**src/rtl/cla_pipelined_addsub.sv**
```systemverilog
// cla_pipelined_addsub: pipelined carry-lookahead adder/subtractor.
// One BLOCK-bit lookahead group per register stage, valid/ready on both sides.
module cla_pipelined_addsub #(
  parameter int WIDTH = 16,
  parameter int BLOCK = 4
) (
  input  logic             clk,
  input  logic             rst,
  input  logic             in_valid,
  output logic             in_ready,
  input  logic [WIDTH-1:0] a,
  input  logic [WIDTH-1:0] b,
  input  logic             cin,
  input  logic             sub,
  output logic             out_valid,
  input  logic             out_ready,
  output logic [WIDTH-1:0] sum,
  output logic             cout,
  output logic             ovf
);
  localparam int G = WIDTH / BLOCK;

  if (BLOCK < 1 || (WIDTH % BLOCK) != 0) begin : g_bad
    $error("WIDTH must be a multiple of BLOCK");
  end

  function automatic logic [BLOCK:0] lookahead(
    input logic [BLOCK-1:0] p,
    input logic [BLOCK-1:0] g,
    input logic             c0
  );
    logic [BLOCK:0] c;
    logic           t;
    c[0] = c0;
    for (int i = 1; i <= BLOCK; i++) begin
      t    = 1'b1;
      c[i] = 1'b0;
      for (int j = i - 1; j >= 0; j--) begin
        c[i] = c[i] | (t & g[j]);
        t    = t & p[j];
      end
      c[i] = c[i] | (t & c0);
    end
    return c;
  endfunction

  logic adv;

  assign adv      = !out_valid || out_ready;
  assign in_ready = adv;

  // x rotates right one group per stage: operand bits leave the
  // bottom, finished sum bits enter the top, so after G stages x = sum.
  for (genvar k = 0; k < G; k++) begin : gs
    localparam int RW = WIDTH - k * BLOCK;

    logic             vi;
    logic             ci;
    logic [WIDTH-1:0] xi;
    logic [WIDTH-1:0] xn;
    logic [RW-1:0]    bi;
    logic [BLOCK-1:0] p;
    logic [BLOCK-1:0] g;
    logic [BLOCK-1:0] s;
    logic [BLOCK:0]   c;
    logic             v_q;
    logic [WIDTH-1:0] x_q;
    logic             c_q;

    if (k == 0) begin : g_in
      assign vi = in_valid;
      assign xi = a;
      assign bi = b ^ {WIDTH{sub}};
      assign ci = cin ^ sub;
    end else begin : g_chain
      assign vi = gs[k-1].v_q;
      assign xi = gs[k-1].x_q;
      assign bi = gs[k-1].g_skew.b_q;
      assign ci = gs[k-1].c_q;
    end

    assign p = xi[BLOCK-1:0] ^ bi[BLOCK-1:0];
    assign g = xi[BLOCK-1:0] & bi[BLOCK-1:0];
    assign c = lookahead(p, g, ci);
    assign s = p ^ c[BLOCK-1:0];

    if (G == 1) begin : g_one
      assign xn = s;
    end else begin : g_rot
      assign xn = {s, xi[WIDTH-1:BLOCK]};
    end

    if (k < G - 1) begin : g_skew
      logic [RW-BLOCK-1:0] b_q;

      always_ff @(posedge clk or posedge rst) begin
        if (rst) begin
          v_q <= 1'b0;
          x_q <= '0;
          c_q <= 1'b0;
          b_q <= '0;
        end else if (adv) begin
          v_q <= vi;
          x_q <= xn;
          c_q <= c[BLOCK];
          b_q <= bi[RW-1:BLOCK];
        end
      end
    end else begin : g_out
      logic o_q;

      // Result registers only load real beats, so they hold across bubbles.
      always_ff @(posedge clk or posedge rst) begin
        if (rst) begin
          v_q <= 1'b0;
          x_q <= '0;
          c_q <= 1'b0;
          o_q <= 1'b0;
        end else if (adv) begin
          v_q <= vi;
          if (vi) begin
            x_q <= xn;
            c_q <= c[BLOCK];
            o_q <= c[BLOCK-1] ^ c[BLOCK];
          end
        end
      end
    end
  end

  assign out_valid = gs[G-1].v_q;
  assign sum       = gs[G-1].x_q;
  assign cout      = gs[G-1].c_q;
  assign ovf       = gs[G-1].g_out.o_q;

endmodule
```
**config.mk**
```make
export PLATFORM = sky130hd
export DESIGN_NAME = cla_pipelined_addsub
export DESIGN_NICKNAME = d
export VERILOG_FILES = /design/src/rtl/cla_pipelined_addsub.sv
export SDC_FILE = /design/constraint.sdc
export NUM_CORES = 1
export LEC_CHECK = 0
export ABC_AREA = 1
export CORE_ASPECT_RATIO = 1.5
export CORE_MARGIN = 4
export CORE_UTILIZATION = 40
export CTS_CLUSTER_SIZE = 16
export DETAILED_ROUTE_END_ITERATION = 8
export PLACE_DENSITY = 0.67
export REMOVE_ABC_BUFFERS = 1
export SKIP_CTS_REPAIR_TIMING = 1
export SYNTH_ARGS = -nofsm -noshare
export SYNTH_HDL_FRONTEND = slang
export SYNTH_SLANG_ARGS = --single-unit
```
**constraint.sdc**
```tcl
create_clock -name clk -period 3.8 [get_ports clk]
set_input_delay 1.14 -clock clk [delete_from_list [all_inputs] [get_ports clk]]
set_output_delay 1.14 -clock clk [all_outputs]
set_load 0.01 [all_outputs]
```
Word-level counts from Yosys, hierarchy flattened. Index checks and enable logic that the tools add are counted.

Bits in registers: 97. Input port bits: 38.

Bitwise gates (word level): 119. Reductions and logical operators: 3.

Operators by type and width (number): 1-bit bitwise AND (64); 1-bit OR (40); 4-bit bitwise XOR (8); 4-bit bitwise AND (4); 16-bit bitwise XOR (1); 2-bit AND reduction (1); 1-bit bitwise XOR (2); 1-bit logical NOT (1); 1-bit logical OR (1).

Longest topological paths before layout. Gate-level depths: netlist of run 1.

Depth in word-level cells: 7. Depth in mapped cells: 12.

Worst setup path after synthesis of run 1. Ideal clock, no wire load.

Path type: in2out. Start: input port out_ready. End: output port in_ready. Data arrival time: 1702 ps. Setup slack: 958 ps. Cell stages on the path: 5. Path through: nor2_2 -> buf_6 -> inv_4 -> buf_6 -> buf_6.

Word-level cells in the longest chain between the ends: 1.

Ends and longest elaborated chain: from (decl) (RTL line 16) `input logic out_ready,`; 1-bit logical OR (RTL line 49) `assign adv = !out_valid || out_ready;`; to (decl) (RTL line 10) `output logic in_ready,`.

Every way passes these cells.

Worst setup path in the final report of run 1. Ends and elaborated chain as after synthesis.

==> flow_results.xml, run 1 <==
<?xml version="1.0" encoding="UTF-8"?>
<metrics>
  <group name="run_status">
    <metric name="status" unit="">completed</metric>
  </group>
  <group name="timing">
    <metric name="setup_slack" unit="ps">352</metric>
    <metric name="finalCritPeriodShare" unit="%">90.7</metric>
    <metric name="timing.clock.skew" unit="ps">5.58</metric>
    <metric name="finalSetupViolCount" unit="">0</metric>
    <metric name="report.final.slew_viol_count" unit="">0</metric>
    <metric name="setup_total_negative_slack" unit="ps">0</metric>
    <metric name="timing_worst_slew_pin_value" unit="ps">847</metric>
    <metric name="timing.final.hold_violations" unit="">0</metric>
    <metric name="slew_headroom" unit="%">43.5</metric>
    <metric name="period_minus_slack" unit="ps">3450</metric>
    <metric name="final_hold_slack" unit="ps">465</metric>
    <metric name="rsz_0062_raised_after_global_routing" unit="">no</metric>
    <metric name="highest_clock_rate" unit="GHz">0.290</metric>
  </group>
  <group name="detailed_routing">
    <metric name="final_routed_wirelength" unit="mm">8.45</metric>
    <metric name="route.detailed.drc" unit="">0</metric>
    <metric name="detail_route.wirelength.met1" unit="mm">3.59</metric>
    <metric name="met2_wl_post_dr" unit="mm">4.35</metric>
    <metric name="top_layer_used" unit="">met4</metric>
    <metric name="first_iter_violations" unit="">157</metric>
    <metric name="ant_nets" unit="">0</metric>
    <metric name="met3_length" unit="µm">352</metric>
    <metric name="detail_route.wl_per_cell" unit="µm">11.7</metric>
    <metric name="first_pass_drt_iterations" unit="">6</metric>
    <metric name="vias" unit="">3359</metric>
    <metric name="vias_per_cell" unit="">4.67</metric>
  </group>
  <group name="die">
    <metric name="design.core.area" unit="µm²">11100</metric>
    <metric name="die_x" unit="µm">95.5</metric>
    <metric name="boundaryPins" unit="">58</metric>
    <metric name="fp.dieArea" unit="µm²">13300</metric>
    <metric name="die_h" unit="µm">139</metric>
    <metric name="row_count" unit="">47</metric>
    <metric name="starting_utilization_of_the_core_area" unit="%">41.3</metric>
  </group>
  <group name="synth">
    <metric name="synth.distinct_cells" unit="">26</metric>
    <metric name="netlist_area_before_placement" unit="µm²">4590</metric>
    <metric name="netlist_instances" unit="">518</metric>
    <metric name="post_synth_main_area_contributors" unit="">sky130_fd_sc_hd__dfrtp_1 (53%), sky130_fd_sc_hd__nand2_1 (17%), sky130_fd_sc_hd__ha_1 (4.9%), sky130_fd_sc_hd__o21ai_0 (4.7%), sky130_fd_sc_hd__inv_1 (3.1%)</metric>
    <metric name="synth.ff_latch_count" unit="">97</metric>
    <metric name="syn_avg_cell_area" unit="µm²">8.86</metric>
    <metric name="ys_seq_area_share" unit="%">52.9</metric>
    <metric name="asyncSetResetFlopFracSynth" unit="%">100</metric>
    <metric name="yosysMostFrequentCell" unit="">sky130_fd_sc_hd__nand2_1</metric>
    <metric name="most_instantiated_cells_after_synthesis" unit="">sky130_fd_sc_hd__nand2_1 (207), sky130_fd_sc_hd__dfrtp_1 (97), sky130_fd_sc_hd__o21ai_0 (43), sky130_fd_sc_hd__inv_1 (38), sky130_fd_sc_hd__nand3_1 (24)</metric>
    <metric name="synth_edf_count" unit="">0</metric>
    <metric name="share_of_the_synthesized_area_in_the_top_cell_type" unit="%">52.9</metric>
    <metric name="yosys.area.top_type" unit="">sky130_fd_sc_hd__dfrtp_1</metric>
    <metric name="synthesis.yosys.warnings" unit="">0</metric>
    <metric name="ys.flop_type" unit="">sky130_fd_sc_hd__dfrtp_1</metric>
  </group>
  <group name="global_routing">
    <metric name="grt_start_max_net_pins" unit="">92</metric>
    <metric name="antenna_found_initial" unit="">0</metric>
    <metric name="grtUsageTotal" unit="%">14.4</metric>
    <metric name="grt_first_pass_wirelength" unit="mm">15.3</metric>
    <metric name="globalRouteOverflowTotal" unit="">0</metric>
    <metric name="vias_in_the_first_global_route" unit="">3502</metric>
  </group>
  <group name="layout">
    <metric name="post_route_cells_drive_above_1_share" unit="%">4.19</metric>
    <metric name="final_cell_area" unit="µm²">5540</metric>
    <metric name="count_of_antenna_diodes_in_the_layout" unit="">0</metric>
    <metric name="post-route-util" unit="%">49.8</metric>
    <metric name="nets" unit="">628</metric>
    <metric name="area_growth" unit="%">20.5</metric>
  </group>
  <group name="placed_design">
    <metric name="gp_congestion" unit="">0.792</metric>
    <metric name="port_buffers" unit="">57</metric>
    <metric name="post-place-ws" unit="ps">321</metric>
    <metric name="detailed_place_hpwl" unit="mm">5.85</metric>
    <metric name="detailed_place.area" unit="µm²">5250</metric>
  </group>
  <group name="power">
    <metric name="power.density" unit="nW/µm²">773</metric>
    <metric name="total_switching_power" unit="W">0.00155</metric>
    <metric name="power.switching_fraction" unit="%">36.2</metric>
    <metric name="pwr-share-seq" unit="%">40.4</metric>
    <metric name="internal_power" unit="W">0.00273</metric>
    <metric name="clock_power_share" unit="%">20.6</metric>
    <metric name="leak_pwr" unit="nW">2.72</metric>
    <metric name="vdd.ir_drop.worst" unit="µV">255</metric>
    <metric name="combPwrFrac" unit="%">39.0</metric>
  </group>
  <group name="critical_path">
    <metric name="path_max_fanout" unit="">2</metric>
    <metric name="critPathLaunchType" unit="">primary input</metric>
    <metric name="timing.critical_path.arrival" unit="ps">2310</metric>
    <metric name="endpoint_kind" unit="">output port</metric>
    <metric name="criticalPathCategory" unit="">in2out</metric>
    <metric name="worst_ep_required_time" unit="ps">2660</metric>
  </group>
  <group name="clock_tree">
    <metric name="clk_pin_slew_worst_paths" unit="ps">60</metric>
    <metric name="tritoncts.num_buffers" unit="">9</metric>
    <metric name="root_buffer" unit="">sky130_fd_sc_hd__clkbuf_16</metric>
    <metric name="cts-htree-levels" unit="">3</metric>
    <metric name="clock_insertion_delay_worst_skew" unit="ps">340</metric>
    <metric name="cts_tree" unit="">built</metric>
    <metric name="cts_max_path_buffers" unit="">2</metric>
    <metric name="clock_sinks" unit="">97</metric>
  </group>
  <group name="flow_run">
    <metric name="drv_cap" unit="">0</metric>
  </group>
  <group name="worst_hold_path">
    <metric name="holdCritPathClass" unit="">reg2reg</metric>
  </group>
</metrics>
flip-flops by register name (all words and copies together), names as in the netlist:
signal         count
gs.x_q            48
cout               1
sum               16
ovf                1
gs.c_q             3
gs.v_q             3
gs.g_skew.b_q     24
out_valid          1
kinds of logic after synthesis:
kind of cell,count (synthesis),share of synthesized area (%)
buffers and inverters,62,6.62
XOR/XNOR,21,4.41
AO/OA/AOI/OAI,63,6.89
flip-flops,97,52.9
AND/OR/NAND/NOR,253,22.6
adder cells (fa/ha/maj),22,6.65
metrics by stage:
stage          total power (W)  std cells
6_report               0.00428        720
3_5_place_dp           0.00344        704
2_1_floorplan          0.00286        496
4_1_cts                0.00434        720
3_3_place_gp           0.00336        704
5_1_grt                0.00469        720
cells in the final DEF (no fill, tap or decap):
cell type / instances
sky130_fd_sc_hd__xor2_1: 4
sky130_fd_sc_hd__clkinv_2: 2
sky130_fd_sc_hd__nand2_2: 1
sky130_fd_sc_hd__dfrtp_1: 97
sky130_fd_sc_hd__clkbuf_1: 3
sky130_fd_sc_hd__clkbuf_16: 9
sky130_fd_sc_hd__nor2_4: 1
sky130_fd_sc_hd__inv_1: 37
sky130_fd_sc_hd__a31oi_1: 1
sky130_fd_sc_hd__fa_1: 4
sky130_fd_sc_hd__inv_2: 1
sky130_fd_sc_hd__a21oi_1: 11
sky130_fd_sc_hd__nand4_1: 4
sky130_fd_sc_hd__inv_4: 2
sky130_fd_sc_hd__ha_1: 18
sky130_fd_sc_hd__nand2_1: 207
sky130_fd_sc_hd__clkbuf_8: 1
sky130_fd_sc_hd__nand3b_1: 6
sky130_fd_sc_hd__clkdlybuf4s50_1: 57
sky130_fd_sc_hd__nor2_8: 1
sky130_fd_sc_hd__xor2_4: 1
sky130_fd_sc_hd__nor2_1: 8
sky130_fd_sc_hd__o21ai_1: 8
sky130_fd_sc_hd__or2_1: 1
sky130_fd_sc_hd__bufinv_16: 1
sky130_fd_sc_hd__buf_12: 1
sky130_fd_sc_hd__xnor2_1: 16
sky130_fd_sc_hd__buf_4: 3
sky130_fd_sc_hd__o21ai_0: 43
sky130_fd_sc_hd__nand3_1: 24
critical path, cell delays in order:
cell	delay, ps
sky130_fd_sc_hd__clkdlybuf4s50_1	440
sky130_fd_sc_hd__nor2_4	200
sky130_fd_sc_hd__inv_4	40
sky130_fd_sc_hd__clkdlybuf4s50_1	480
per-layer routing:
metal,up-vias,global-route usage (%)
met5,-,0
met4,0,5.85
met3,11,3.19
met2,65,25.0
met1,1550,16.8
li1,1733,-
power groups by stage:
stage          Sequential (W)  Combinational [W]  Clock [W]
2_1_floorplan         0.00174            0.00113          0
3_3_place_gp          0.00174            0.00162          0
3_5_place_dp          0.00175            0.00169          0
4_1_cts               0.00174            0.00170   0.000910
5_1_grt               0.00179            0.00196   0.000948
6_report              0.00173            0.00167   0.000880
area by class of cell:
cell class | count | area (µm²)
fillers | 1038 | 5580
clock buffers | 13 | 250
repair buffers | 61 | 613
clock inverters | 3 | 40.0
multi-input cells | 359 | 1870
flip-flops and latches | 97 | 2430
inverters | 40 | 155
well taps | 147 | 184
final timing paths:
check	startpoint	to	slack, ps	depth (start not counted)
setup / recovery	out_ready	in_ready	350	4
hold / removal	gs[0].g_skew.b_q[4]	gs[1].g_skew.b_q[0]	460	2
setup reg to reg	out_valid	sum[13]	1780	7
hold reg to reg	gs[0].g_skew.b_q[4]	gs[1].g_skew.b_q[0]	460	2
max in group asynchronous	rst	gs[2].x_q[14]	1900	3
min in group asynchronous	rst	gs[1].v_q	1250	2
No activity file was read; power rests on OpenSTA's default activity.
==> inputs of run 2 (changes only) <==
Settings changed: ABC_CLOCK_PERIOD_IN_PS set to 3800.
==> results of run 2 <==
Final layout, timing and power as in run 1 (identical DEF).
==> inputs of run 3 (changes only) <==
Settings changed: CORE_MARGIN 4 to unset.
==> run 3 against run 2 <==
  * Non-clock buffer count stayed put
  * Clock skew barely moved
  * Register-to-register slack better by 20 ps
  * Via count increased by 0.77%
  * Hold slack hardly changed
==> flow_results.xml, run 3 (synthesis results as in run 1) <==
<?xml version="1.0" encoding="UTF-8"?>
<metrics>
  <group name="timing">
    <metric name="highest_clock_rate" unit="GHz">0.289</metric>
    <metric name="finalSetupViolCount" unit="">0</metric>
    <metric name="report.final.slew_viol_count" unit="">0</metric>
    <metric name="timing.final.hold_violations" unit="">0</metric>
    <metric name="rsz_0062_raised_after_global_routing" unit="">no</metric>
    <metric name="finalCritPeriodShare" unit="%">91.1</metric>
    <metric name="period_minus_slack" unit="ps">3460</metric>
    <metric name="timing_worst_slew_pin_value" unit="ps">828</metric>
    <metric name="timing.clock.skew" unit="ps">5.84</metric>
    <metric name="slew_headroom" unit="%">44.8</metric>
  </group>
  <group name="power">
    <metric name="internal_power" unit="W">0.00268</metric>
    <metric name="combPwrFrac" unit="%">39.1</metric>
    <metric name="leak_pwr" unit="nW">2.72</metric>
    <metric name="power.switching_fraction" unit="%">36.8</metric>
    <metric name="report.power.total" unit="W">0.00424</metric>
    <metric name="pwr-share-seq" unit="%">41.0</metric>
    <metric name="total_switching_power" unit="W">0.00156</metric>
    <metric name="power.density" unit="nW/µm²">766</metric>
    <metric name="vdd.ir_drop.worst" unit="µV">266</metric>
    <metric name="clock_power_share" unit="%">19.9</metric>
  </group>
  <group name="clock_tree">
    <metric name="clk_pin_slew_worst_paths" unit="ps">60</metric>
    <metric name="clock_insertion_delay_worst_skew" unit="ps">340</metric>
    <metric name="cts_tree" unit="">built</metric>
    <metric name="root_buffer" unit="">sky130_fd_sc_hd__clkbuf_16</metric>
    <metric name="cts_max_path_buffers" unit="">2</metric>
    <metric name="tritoncts.num_buffers" unit="">9</metric>
    <metric name="cts-htree-levels" unit="">3</metric>
    <metric name="clock_sinks" unit="">97</metric>
  </group>
  <group name="layout">
    <metric name="final_cells" unit="">720</metric>
    <metric name="area_growth" unit="%">20.4</metric>
    <metric name="count_of_antenna_diodes_in_the_layout" unit="">0</metric>
    <metric name="most-common-layout-cells" unit="">sky130_fd_sc_hd__nand2_1 (207), sky130_fd_sc_hd__dfrtp_1 (97), sky130_fd_sc_hd__clkdlybuf4s50_1 (57)</metric>
    <metric name="multiInputGateArea" unit="µm²">1870</metric>
    <metric name="post_route_cells_drive_above_1_share" unit="%">4.71</metric>
    <metric name="filler_cell_count" unit="">1027</metric>
    <metric name="register_area" unit="µm²">2430</metric>
    <metric name="nets" unit="">628</metric>
    <metric name="largest_register_ffs" unit="">48</metric>
    <metric name="most_common_library_cell_in_the_layout_ignoring_fill_and_taps" unit="">sky130_fd_sc_hd__nand2_1</metric>
    <metric name="top_register" unit="">gs.x_q</metric>
  </group>
  <group name="critical_path">
    <metric name="cpMaxStageDelayCell" unit="">sky130_fd_sc_hd__clkdlybuf4s50_1</metric>
    <metric name="endpoint_kind" unit="">output port</metric>
    <metric name="path_max_fanout" unit="">2</metric>
    <metric name="worstReg2RegStart" unit="">out_valid</metric>
    <metric name="critPathLaunchType" unit="">primary input</metric>
    <metric name="worst_setup_slack_for_register_to_register_paths" unit="ps">1800</metric>
    <metric name="worst_path_most_repeated_cell" unit="">sky130_fd_sc_hd__clkdlybuf4s50_1</metric>
    <metric name="critical_path.startpoint" unit="">out_ready</metric>
    <metric name="worst_ep_required_time" unit="ps">2660</metric>
    <metric name="path_cells" unit="">clkdlybuf4s50_1 -&gt; nor2_4 -&gt; inv_4 -&gt; clkdlybuf4s50_1</metric>
    <metric name="criticalPathCategory" unit="">in2out</metric>
    <metric name="critPathMaxStageDelay" unit="ps">470</metric>
    <metric name="timing.critical_path.arrival" unit="ps">2320</metric>
  </group>
  <group name="flow_run">
    <metric name="drv_cap" unit="">0</metric>
  </group>
  <group name="detailed_routing">
    <metric name="first_iter_violations" unit="">185</metric>
    <metric name="vias_per_cell" unit="">4.70</metric>
    <metric name="route.detailed.drc" unit="">0</metric>
    <metric name="detail_route.wl_per_cell" unit="µm">11.5</metric>
    <metric name="vias" unit="">3385</metric>
    <metric name="ant_nets" unit="">0</metric>
    <metric name="first_pass_drt_iterations" unit="">4</metric>
    <metric name="final_routed_wirelength" unit="mm">8.30</metric>
  </group>
  <group name="worst_hold_path">
    <metric name="holdCritPathClass" unit="">reg2reg</metric>
    <metric name="hold_path.startpoint" unit="">gs[0].g_skew.b_q[6]</metric>
  </group>
  <group name="placed_design">
    <metric name="gp_congestion" unit="">0.844</metric>
    <metric name="dp_cells" unit="">704</metric>
    <metric name="port_buffers" unit="">57</metric>
    <metric name="detailed_place_hpwl" unit="mm">5.69</metric>
  </group>
  <group name="die">
    <metric name="die_x" unit="µm">89.5</metric>
    <metric name="row_count" unit="">47</metric>
    <metric name="die_h" unit="µm">133</metric>
    <metric name="starting_utilization_of_the_core_area" unit="%">41.3</metric>
    <metric name="fp.dieArea" unit="µm²">11900</metric>
    <metric name="design.core.area" unit="µm²">11100</metric>
    <metric name="boundaryPins" unit="">58</metric>
  </group>
  <group name="global_routing">
    <metric name="vias_in_the_first_global_route" unit="">3415</metric>
    <metric name="grt_first_pass_wirelength" unit="mm">14.9</metric>
    <metric name="grtUsageTotal" unit="%">16.2</metric>
    <metric name="grt_start_max_net_pins" unit="">92</metric>
    <metric name="globalRouteOverflowTotal" unit="">0</metric>
    <metric name="antenna_found_initial" unit="">0</metric>
  </group>
  <group name="run_status">
    <metric name="status" unit="">completed</metric>
  </group>
</metrics>
## run 3: worst max-delay path: cells and delay by family
family | cells | cell delay [ps]
buffers and inverters | 3 | 960
AND/OR/NAND/NOR | 1 | 220
## run 3: layout make-up
class / instances / area share, %
sequential: 97 / 43.9
multi-input combinational: 359 / 33.7
timing repair buffer: 61 / 11.1
clock buffer: 11 / 4.57
tap: 147 / 3.33
inverter: 40 / 2.81
clock inverter: 5 / 0.543
## run 3: per-layer routing
layer | GRT usage [%] | up-vias | wire, µm
met1 | 18.7 | 1585 | 3530
met2 | 28.4 | 58 | 4330
met4 | 6.53 | 0 | 167
li1 | - | 1729 | -
met5 | 0 | - | 0
met3 | 3.66 | 13 | 269
## run 3: worst paths after layout
check,end,cells after the start
max,in_ready,4
max reg2reg,sum[13],7
min,gs[1].g_skew.b_q[2],2
min in group asynchronous,gs[0].v_q,2
min reg2reg,gs[1].g_skew.b_q[2],2
max in group asynchronous,gs[0].x_q[0],3
## run 3: metrics by stage
step,hold slack (ps),area (µm²),util [%],worst slack (ps),TNS (ps)
5_1_grt,488,5530,49.7,309,0
4_1_cts,470,5530,49.7,309,0
6_report,465,5530,49.7,337,0
3_3_place_gp,453,5250,47.2,315,0
3_5_place_dp,459,5250,47.2,319,0
2_1_floorplan,442,4440,-,-785,-2670
## run 3: power by group through the flow
stage / registers [W] / logic (W) / clock network (W)
floorplan: 0.00174 / 0.00113 / 0
global placement: 0.00175 / 0.00161 / 0
detailed placement: 0.00176 / 0.00168 / 0
CTS: 0.00174 / 0.00168 / 0.000875
global route: 0.00179 / 0.00193 / 0.000910
finish: 0.00174 / 0.00166 / 0.000844
